[config.mk]
export PLATFORM = sky130hd
export DESIGN_NAME = imap_fetch_ctrl_flat
export DESIGN_NICKNAME = d
export VERILOG_FILES = /design/src/rtl/imap_fetch_ctrl_if.sv /design/src/rtl/imap_fetch_ctrl.sv /design/src/flat_wrapper.sv
export SDC_FILE = /design/constraint.sdc
export NUM_CORES = 1
export LEC_CHECK = 0
export BUFFER_PORTS_ARGS = -buffer_cell sky130_fd_sc_hd__buf_2
export CAP_MARGIN = 20
export CELL_PAD_IN_SITES_DETAIL_PLACEMENT = 0
export CELL_PAD_IN_SITES_GLOBAL_PLACEMENT = 1
export CORE_ASPECT_RATIO = 1.5
export CORE_MARGIN = 2
export CORE_UTILIZATION = 25
export DETAILED_ROUTE_END_ITERATION = 10
export PLACE_DENSITY = 0.48
export SYNTH_ARGS = -nofsm -noshare
export SYNTH_HDL_FRONTEND = slang
export SYNTH_SLANG_ARGS = --single-unit
export TNS_END_PERCENT = 50
[constraint.sdc]
create_clock -name clk -period 16.3 [get_ports clk]
set_clock_uncertainty 0.2 [all_clocks]
set_input_delay 3.26 -clock clk [delete_from_list [all_inputs] [get_ports clk]]
set_output_delay 3.26 -clock clk [all_outputs]
set_load 0.005 [all_outputs]
[src/rtl/imap_fetch_ctrl_if.sv]
// Arbiter command/response bus and PE-input stream of the IMAP fetch sequencer.
// master = sequencer side, slave = arbiter / consumer side.
interface imap_fetch_ctrl_if;
  logic        biu2arb_req;
  logic [31:0] biu2arb_addr;
  logic        biu2arb_vld;
  logic        biu2arb_rdy;
  logic [31:0] arb2biu_data;
  logic        arb2biu_vld;
  logic        arb2biu_rdy;
  logic [31:0] dout;
  logic        dout_vld;
  logic        dout_rdy;

  modport master (
    output biu2arb_req, biu2arb_addr, biu2arb_vld, arb2biu_rdy, dout, dout_vld,
    input  biu2arb_rdy, arb2biu_data, arb2biu_vld, dout_rdy
  );

  modport slave (
    input  biu2arb_req, biu2arb_addr, biu2arb_vld, arb2biu_rdy, dout, dout_vld,
    output biu2arb_rdy, arb2biu_data, arb2biu_vld, dout_rdy
  );
endinterface

[src/rtl/imap_fetch_ctrl.sv]
// Purpose: fetch len words from the ICB arbiter into a local FIFO and stream them to the PE array.
// Latency: first command one cycle after start, data leaves the FIFO one cycle after its response.
// Backpressure: dout_rdy stalls the FIFO; issue is credit-limited since responses cannot be stalled.
module imap_sync_fifo #(
  parameter int W     = 32,
  parameter int DEPTH = 8
) (
  input  logic                     clk,
  input  logic                     rst_n,
  input  logic                     push,
  input  logic [W-1:0]             push_dat,
  input  logic                     pop,
  output logic [W-1:0]             head_dat,
  output logic                     empty,
  output logic [$clog2(DEPTH):0]   count
);
  localparam int AW = $clog2(DEPTH);

  logic [W-1:0]  mem [DEPTH];
  logic [AW-1:0] wr_ptr, rd_ptr;

  always_ff @(posedge clk) begin
    if (!rst_n) begin
      wr_ptr <= '0;
      rd_ptr <= '0;
      count  <= '0;
    end else begin
      if (push) wr_ptr <= wr_ptr + AW'(1);
      if (pop)  rd_ptr <= rd_ptr + AW'(1);
      if (push && !pop)      count <= count + (AW+1)'(1);
      else if (pop && !push) count <= count - (AW+1)'(1);
    end
  end

  always_ff @(posedge clk) begin
    if (push) mem[wr_ptr] <= push_dat;
  end

  assign head_dat = mem[rd_ptr];
  assign empty    = (count == '0);
endmodule

module imap_fetch_ctrl #(
  parameter int FIFO_DEPTH = 8,
  parameter int LEN_W      = 16
) (
  input  logic             clk,
  input  logic             rst_n,
  input  logic             start,
  input  logic [31:0]      base_addr,
  input  logic [LEN_W-1:0] len,
  output logic             busy,
  output logic             done,
  imap_fetch_ctrl_if.master bus
);
  localparam int CW = $clog2(FIFO_DEPTH) + 1;

  typedef enum logic [2:0] {S_IDLE, S_REQ, S_DRAIN, S_FLUSH, S_DONE} state_t;

  state_t           state_q, state_d;
  logic [LEN_W-1:0] len_q, issued_q, received_q;
  logic [31:0]      addr_q;
  logic             cmd_vld, cmd_fire, resp_rdy, push, pop;
  logic             fifo_empty;
  logic [CW-1:0]    fifo_count;
  logic [31:0]      fifo_head;
  logic [LEN_W:0]   credit_used;

  // In-flight commands plus buffered words may never exceed the FIFO capacity.
  assign credit_used = {1'b0, issued_q - received_q} + (LEN_W+1)'(fifo_count);
  assign cmd_vld     = (state_q == S_REQ) && (issued_q != len_q) &&
                       (credit_used < (LEN_W+1)'(FIFO_DEPTH));
  assign cmd_fire    = cmd_vld & bus.biu2arb_rdy;
  assign resp_rdy    = (state_q == S_REQ) || (state_q == S_DRAIN);
  assign push        = bus.arb2biu_vld & resp_rdy;
  assign pop         = !fifo_empty & bus.dout_rdy;

  always_comb begin
    state_d = state_q;
    unique case (state_q)
      S_IDLE:  if (start) state_d = (len != '0) ? S_REQ : S_DONE;
      S_REQ:   if (cmd_fire && (issued_q + LEN_W'(1) == len_q)) state_d = S_DRAIN;
      S_DRAIN: if (received_q == len_q) state_d = S_FLUSH;
      S_FLUSH: if (fifo_empty) state_d = S_DONE;
      S_DONE:  state_d = S_IDLE;
      default: state_d = S_IDLE;
    endcase
  end

  always_ff @(posedge clk) begin
    if (!rst_n) begin
      state_q    <= S_IDLE;
      len_q      <= '0;
      issued_q   <= '0;
      received_q <= '0;
      addr_q     <= '0;
    end else begin
      state_q <= state_d;
      if (state_q == S_IDLE && start && len != '0) begin
        len_q      <= len;
        addr_q     <= {base_addr[31:2], 2'b00};
        issued_q   <= '0;
        received_q <= '0;
      end else begin
        if (cmd_fire) begin
          addr_q   <= addr_q + 32'd4;
          issued_q <= issued_q + LEN_W'(1);
        end
        if (push) received_q <= received_q + LEN_W'(1);
      end
    end
  end

  imap_sync_fifo #(.W(32), .DEPTH(FIFO_DEPTH)) u_fifo (
    .clk      (clk),
    .rst_n    (rst_n),
    .push     (push),
    .push_dat (bus.arb2biu_data),
    .pop      (pop),
    .head_dat (fifo_head),
    .empty    (fifo_empty),
    .count    (fifo_count)
  );

  // The grant is held through DRAIN: the arbiter discards responses once req drops.
  assign bus.biu2arb_req  = resp_rdy;
  assign bus.biu2arb_addr = addr_q;
  assign bus.biu2arb_vld  = cmd_vld;
  assign bus.arb2biu_rdy  = resp_rdy;
  assign bus.dout_vld     = !fifo_empty;
  assign bus.dout         = fifo_empty ? 32'd0 : fifo_head;
  assign busy             = (state_q == S_REQ) || (state_q == S_DRAIN) || (state_q == S_FLUSH);
  assign done             = (state_q == S_DONE);
endmodule

[src/flat_wrapper.sv]
// flat-port wrapper written by rule: the top's interface ports become plain ports
module imap_fetch_ctrl_flat 
#(
  parameter int FIFO_DEPTH = 8,
  parameter int LEN_W      = 16
)
  (clk, rst_n, start, base_addr, len, busy, done, bus_biu2arb_req, bus_biu2arb_addr, bus_biu2arb_vld, bus_arb2biu_rdy, bus_dout, bus_dout_vld, bus_biu2arb_rdy, bus_arb2biu_data, bus_arb2biu_vld, bus_dout_rdy);
  imap_fetch_ctrl_if bus_i ();
  input  logic clk;
  input  logic rst_n;
  input  logic start;
  input  logic [31:0] base_addr;
  input  logic [LEN_W-1:0] len;
  output logic busy;
  output logic done;
  output wire logic [$bits(bus_i.biu2arb_req)-1:0] bus_biu2arb_req;
  output wire logic [$bits(bus_i.biu2arb_addr)-1:0] bus_biu2arb_addr;
  output wire logic [$bits(bus_i.biu2arb_vld)-1:0] bus_biu2arb_vld;
  output wire logic [$bits(bus_i.arb2biu_rdy)-1:0] bus_arb2biu_rdy;
  output wire logic [$bits(bus_i.dout)-1:0] bus_dout;
  output wire logic [$bits(bus_i.dout_vld)-1:0] bus_dout_vld;
  input wire logic [$bits(bus_i.biu2arb_rdy)-1:0] bus_biu2arb_rdy;
  input wire logic [$bits(bus_i.arb2biu_data)-1:0] bus_arb2biu_data;
  input wire logic [$bits(bus_i.arb2biu_vld)-1:0] bus_arb2biu_vld;
  input wire logic [$bits(bus_i.dout_rdy)-1:0] bus_dout_rdy;
  assign bus_biu2arb_req = bus_i.biu2arb_req;
  assign bus_biu2arb_addr = bus_i.biu2arb_addr;
  assign bus_biu2arb_vld = bus_i.biu2arb_vld;
  assign bus_arb2biu_rdy = bus_i.arb2biu_rdy;
  assign bus_dout = bus_i.dout;
  assign bus_dout_vld = bus_i.dout_vld;
  assign bus_i.biu2arb_rdy = bus_biu2arb_rdy;
  assign bus_i.arb2biu_data = bus_arb2biu_data;
  assign bus_i.arb2biu_vld = bus_arb2biu_vld;
  assign bus_i.dout_rdy = bus_dout_rdy;
  imap_fetch_ctrl #(.FIFO_DEPTH(FIFO_DEPTH), .LEN_W(LEN_W)) u_core (.clk(clk), .rst_n(rst_n), .start(start), .base_addr(base_addr), .len(len), .busy(busy), .done(done), .bus(bus_i));
endmodule
==> flow_metrics.py, run 1 <==
metrics = {
    "outcome": {
        "outcome": "complete, no violations",
    },
    "grt": {
        "track_usage_pct": 13.59,
        "grt_pass1_vias": 10840,
        "grt_overflow": 0,
        "grt_pass1_wl_um": 67210,
        "grt_max_degree": 67,
        "antenna_found_initial": 5,
    },
    "cts": {
        "clkLatencyLatePin_ns": 0.56,
        "clock-sinks": 350,
        "ctsResizeCount": 0,
        "post_cts_buffers": 0,
        "cts_tree": "built",
        "clk_path_buf_depth": 3,
        "holdBufCountCts": 0,
        "clk_pin_slew_ns": 0.06,
        "cts_htree_levels": 2,
        "cts_root_buf": "clkbuf_16",
        "cts_inserted_buffers": 39,
    },
    "synth": {
        "ys_seq_area_share_pct": 60.06,
        "syn_inst": 1235,
        "synthArstFlopShare_pct": 0,
        "synth_ff_type": "edfxtp_1",
        "yosys_warnings": 0,
        "synth_edf_count": 256,
        "synth.ff_latch_count": 350,
        "yosys.cell_types.count": 65,
        "syn_area_um2": 15930,
        "avgSynthCellArea_um2": 12.90,
    },
    "final_layout": {
        "drive_gt1_share_pct": 22.19,
        "seq_area_um2": 9575,
        "fillers": 6415,
        "final_nets": 1493,
        "final_core_util_pct": 29.86,
        "final_common_cell": "edfxtp_1",
        "mostFrequentLayoutCells": "256 x edfxtp_1, 151 x buf_2, 98 x nand2_1",
        "multi_input_area_um2": 6003,
        "syn2layout_area_growth_pct": 18.45,
    },
    "floorplan": {
        "ios": 156,
        "die_y_um": 313.2,
        "start_util_pct": 25.21,
        "dieArea_um2": 65810,
        "die-width_um": 210.1,
        "fp.coreArea_um2": 63200,
        "rows": 113,
    },
    "setup_path": {
        "worst_setup_path_end_kind": "output pin",
        "slowest_stage": "nor4b_1",
        "r2r_setup_slack_ns": 11.59,
        "cp_data_arrival_time_ns": 4.36,
        "required_ns": 12.84,
        "worst-path-buf-inv": 2,
        "path_class": "register to output pin",
        "critPathLaunchType": "register",
        "path_cells": "inv_1 > ha_1 > fa_1 > nand2b_1 > a211oi_1 > nor2_1 > xnor2_1 > or4_1 > nor4b_1 > and2_1 > buf_2",
        "critical_path.top_delay_family": "simple AND/OR/NAND/NOR gates",
        "slowest_delay_ns": 0.77,
        "crit_fanout": 5,
    },
    "sta": {
        "finalMaxSlewViolations": 0,
        "min_period_ns": 7.823,
        "fin_tns_setup_ns": 0,
        "setup_viol": 0,
        "rsz0062_at_grt": "false",
        "fin_ws_ns": 8.477,
        "slew_headroom_pct": 28.65,
        "whs_ns": 0.2801,
        "fmax_mhz": 127.8,
        "tightestPinTransition_ns": 1.070,
        "layout_worst_path_cycle_share_pct": 48.00,
        "hold_viol": 0,
    },
    "drt": {
        "first_pass_iters": 5,
        "vias": 10480,
        "viasPerCell": 4.740,
        "drt_iter0_drc": 590,
        "wl_per_cell_um": 20.30,
        "ant_nets": 0,
        "drcViolationCount": 0,
        "drt_wl_total_um": 44900,
    },
    "placement": {
        "place_congestion": 0.7527,
        "pre_cts_slack_ns": 8.976,
        "dp_hpwl_um": 28640,
        "place.port_buffers": 151,
    },
    "job": {
        "maxCapViolCount": 0,
    },
    "power": {
        "p_per_area_nw_per_um2": 120.1,
        "p_leak_nw": 6.342,
        "ir_drop_mv": 0.08485,
        "power_w": 0.002266,
    },
    "min_path": {
        "hold_path_class": "register to register",
    },
}
[state kept, by name (all words and copies together), names as in the netlist, named ones only]
register / count
u_core.received_q: 16
u_core.bus.biu2arb_addr: 30
u_core.u_fifo.rd_ptr: 3
u_core.issued_q: 16
u_core.len_q: 16
u_core.u_fifo.wr_ptr: 3
u_core.u_fifo.count: 4
u_core.state_q: 3
u_core.u_fifo.mem: 256
[through the flow]
step	area (um2)	std cells
2_1_floorplan	15940	1236
3_3_place_gp	17620	2142
3_5_place_dp	17620	2142
4_1_cts	18840	2210
5_1_grt	18870	2212
6_report	18870	2212
[final timing paths]
path                                         startpoint                           to  cells after the start
worst max-delay path                 u_core.issued_q[0]              bus_biu2arb_vld                     11
worst min-delay path            u_core.u_fifo.rd_ptr[1]                     register                      2
worst max register to register       u_core.issued_q[0]  u_core.bus.biu2arb_addr[18]                     12
worst min register to register  u_core.u_fifo.rd_ptr[1]                     register                      2
[worst register-to-register path, delay by kind of cell (launching register included)]
kind | cells | cell delay, ns
adders and majority gates | 2 | 0.61
DFF | 1 | 0.40
and+or+nand+nor | 4 | 1.57
AOI/OAI and AO/OA | 4 | 1.62
buffers and inverters | 1 | 0.10
xor gates and xnor gates | 1 | 0.17
[where the power goes]
group          switching, W  internal [W]  total, W  leakage (nW)
Sequential        0.0000354      0.000977   0.00101          3.08
Combinational      0.000226      0.000182  0.000408          2.68
Clock              0.000366      0.000480  0.000846         0.587
[synth_stat cells (all sizes together) (24+ instances only)]
cell	n	area [um2]
clkbuf	50	188.9
edfxtp	256	7687
o21ai	47	235.2
nand3	27	135.1
nor2	97	364.1
inv	41	153.9
mux2i	37	370.4
xnor2	49	429.2
nand2	98	367.9
dfxtp	94	1882
mux4	64	1441
nor3	24	120.1
ha	26	325.3
xor2	24	210.2
a21oi	61	305.3
[layout make-up]
cell class / count / share of cell area, %
sequential: 350 / 50.74
multi-input combinational: 778 / 31.81
clock buffer: 53 / 5.669
tap: 805 / 5.337
timing repair buffer: 169 / 4.827
inverter: 41 / 0.8155
clock inverter: 15 / 0.7890
antenna: 1 / 0.01326
[cell families (layout without fill, tap and decap cells)]
| group | after synthesis | after routing | synth area share (%) |
|---|---|---|---|
| compound gates | 212 | 212 | 8.395 |
| xor+xnor | 73 | 73 | 4.013 |
| fa+ha+maj | 28 | 28 | 2.293 |
| buf+inv | 108 | 278 | 2.646 |
| flops | 350 | 350 | 60.06 |
| mux | 101 | 101 | 11.37 |
| other cells | 1 | 3 | 0.02354 |
| simple gates | 362 | 362 | 11.20 |
[routing by layer]
layer | routed length [um] | global-route usage [%]
met1 | 18340 | 15.79
met2 | 23150 | 24.72
met3 | 2046 | 2.745
met4 | 1338 | 4.674
met5 | 28 | 0
(Power assumes the default switching activity.)
==> run 2, diff against run 1 <==
--- a/config.mk
+++ b/config.mk
@@ -13,7 +13,7 @@
 export CORE_MARGIN = 2
 export CORE_UTILIZATION = 25
 export DETAILED_ROUTE_END_ITERATION = 10
-export PLACE_DENSITY = 0.48
+export PLACE_DENSITY = 0.49
 export SYNTH_ARGS = -nofsm -noshare
 export SYNTH_HDL_FRONTEND = slang
 export SYNTH_SLANG_ARGS = --single-unit
==> constraint.sdc (replaced) <==
create_clock -name clk -period 6.65 [get_ports clk]
set_clock_uncertainty 0.2 [all_clocks]
set_input_delay 1.33 -clock clk [delete_from_list [all_inputs] [get_ports clk]]
set_output_delay 1.33 -clock clk [all_outputs]
set_load 0.005 [all_outputs]
==> run 2 against run 1 <==
Against the previous run: die area did not move; combinational power rose by 140%; largest power group unchanged; sequential power rose by 150%; highest routed layer unchanged; cell count rose by 0.18%; global-route usage barely moved.
==> flow_metrics.py, run 2 (synthesis results as in run 1) <==
metrics = {
    "sta": {
        "fmax_mhz": 169.0,
        "rsz0062_at_grt": "false",
        "tightestPinTransition_ns": 1.011,
        "whs_ns": 0.2787,
        "min_period_ns": 5.917,
        "fin_tns_setup_ns": 0,
        "hold_viol": 0,
        "layout_worst_path_cycle_share_pct": 88.98,
        "fin_ws_ns": 0.7326,
        "setup_viol": 0,
        "finalMaxSlewViolations": 0,
        "slew_headroom_pct": 32.28,
    },
    "cts": {
        "cts_htree_levels": 2,
        "ctsResizeCount": 0,
        "clkLatencyLatePin_ns": 0.58,
        "holdBufCountCts": 0,
        "cts_tree": "built",
        "clk_pin_slew_ns": 0.06,
        "clock-sinks": 350,
        "post_cts_buffers": 0,
        "clk_path_buf_depth": 3,
        "cts_inserted_buffers": 40,
        "cts_root_buf": "clkbuf_16",
    },
    "drt": {
        "drt_iter0_drc": 559,
        "drcViolationCount": 0,
        "wl_per_cell_um": 20.27,
        "ant_nets": 0,
        "vias": 10530,
        "first_pass_iters": 5,
        "drt_wl_total_um": 44910,
        "viasPerCell": 4.752,
    },
    "grt": {
        "use_met2_pct": 24.86,
        "grtUsageMet3_pct": 2.785,
        "use_met1_pct": 15.77,
        "grt_max_degree": 67,
        "grt_pass1_vias": 10810,
        "antenna_found_initial": 5,
        "busiest_layer": "met2",
        "grt_overflow": 0,
        "grt_pass1_wl_um": 67320,
        "track_usage_pct": 13.62,
    },
    "floorplan": {
        "die-width_um": 210.1,
        "die_y_um": 313.2,
        "ios": 156,
        "dieArea_um2": 65810,
        "start_util_pct": 25.21,
        "rows": 113,
        "fp.coreArea_um2": 63200,
    },
    "setup_path": {
        "worst_setup_path_end_kind": "output pin",
        "crit_fanout": 5,
        "reg2reg_from": "u_core.issued_q[0]",
        "slowest_delay_ns": 0.81,
        "r2r_setup_slack_ns": 1.88,
        "cp_data_arrival_time_ns": 4.39,
        "required_ns": 5.12,
        "critPathLaunchType": "register",
        "slowest_stage": "nor4b_1",
        "crit_start": "u_core.issued_q[0]",
        "path_class": "register to output pin",
        "cp-endpoint": "bus_biu2arb_vld",
        "rr_endpoint": "u_core.bus.biu2arb_addr[23]",
        "r2r_cells": 12,
        "path_cells": "inv_1 > ha_1 > fa_1 > nand2b_1 > a211oi_1 > nor2_1 > xnor2_1 > or4_1 > nor4b_1 > and2_1 > buf_2",
    },
    "min_path": {
        "min_path_cells": 2,
        "hp-start": "u_core.u_fifo.rd_ptr[1]",
        "hold_path_class": "register to register",
    },
    "final_layout": {
        "stdcell_area_um2": 18980,
        "final_common_cell": "edfxtp_1",
        "syn2layout_area_growth_pct": 19.11,
        "top_register": "u_core.u_fifo.mem",
        "mostFrequentLayoutCells": "256 x edfxtp_1, 151 x buf_2, 98 x nand2_1",
        "final_nets": 1496,
        "drive_gt1_share_pct": 22.96,
        "diodes": 0,
        "largest_reg_flops": 256,
    },
    "placement": {
        "pre_cts_slack_ns": 1.274,
        "place_congestion": 0.7616,
        "place.port_buffers": 151,
        "dp_hpwl_um": 29010,
        "placed_cell_area_um2": 17650,
    },
    "power": {
        "power_w": 0.005723,
        "p_leak_nw": 6.411,
        "p_per_area_nw_per_um2": 301.6,
        "ir_drop_mv": 0.2297,
    },
    "outcome": {
        "outcome": "complete, no violations",
    },
    "job": {
        "maxCapViolCount": 0,
    },
}
## run 2: worst min-delay path by stage
| stage | endpoint | slack (ns) |
|---|---|---|
| detailed placement | register | 0.27 |
| global placement | register | 0.27 |
| floorplan | register | 0.25 |
| global route | register | 0.33 |
| CTS | register | 0.28 |
| finish | register | 0.28 |
## run 2: area by class of cell
class / count / area (um2)
Sequential cell: 350 / 9575
Clock inverter: 20 / 245.2
Tap cell: 805 / 1007
Fill cell: 6443 / 44220
Clock buffer: 51 / 1086
Inverter: 41 / 153.9
Timing Repair Buffer: 171 / 905.9
Multi-Input combinational cell: 778 / 6003
## run 2: routing by layer
| metal | part of all wire [%] | wire [um] | vias to the layer above |
|---|---|---|---|
| met5 | 0.11 | 48 | - |
| met4 | 2.7 | 1235 | 8 |
| met3 | 4.5 | 2010 | 73 |
| met2 | 52 | 23300 | 237 |
| met1 | 41 | 18320 | 5217 |
| li1 | - | - | 4995 |
## run 2: through the flow
| step | utilization [%] | instances |
|---|---|---|
| detailed placement | 27.92 | 2145 |
| finish | 30.03 | 2216 |
| global placement | 27.92 | 2145 |
| CTS | 30.03 | 2216 |
| global route | 30.03 | 2216 |
| floorplan | - | 1236 |
## run 2: power breakdown
group / internal (W) / switching, W / leakage, nW / total [W]
registers: 0.00239 / 0.0000902 / 3.08 / 0.00248
logic: 0.000445 / 0.000547 / 2.68 / 0.000992
clock network: 0.00132 / 0.000926 / 0.654 / 0.00225
total: 0.00416 / 0.00156 / 6.41 / 0.00572
## run 2: worst max-delay path, delay by kind of cell (launching register included)
kind	cells	cell delay (ns)
and+or+nand+nor	5	1.89
DFF	1	0.40
xor gates and xnor gates	1	0.16
AOI/OAI and AO/OA	1	0.54
buffers and inverters	2	0.24
adders and majority gates	2	0.61
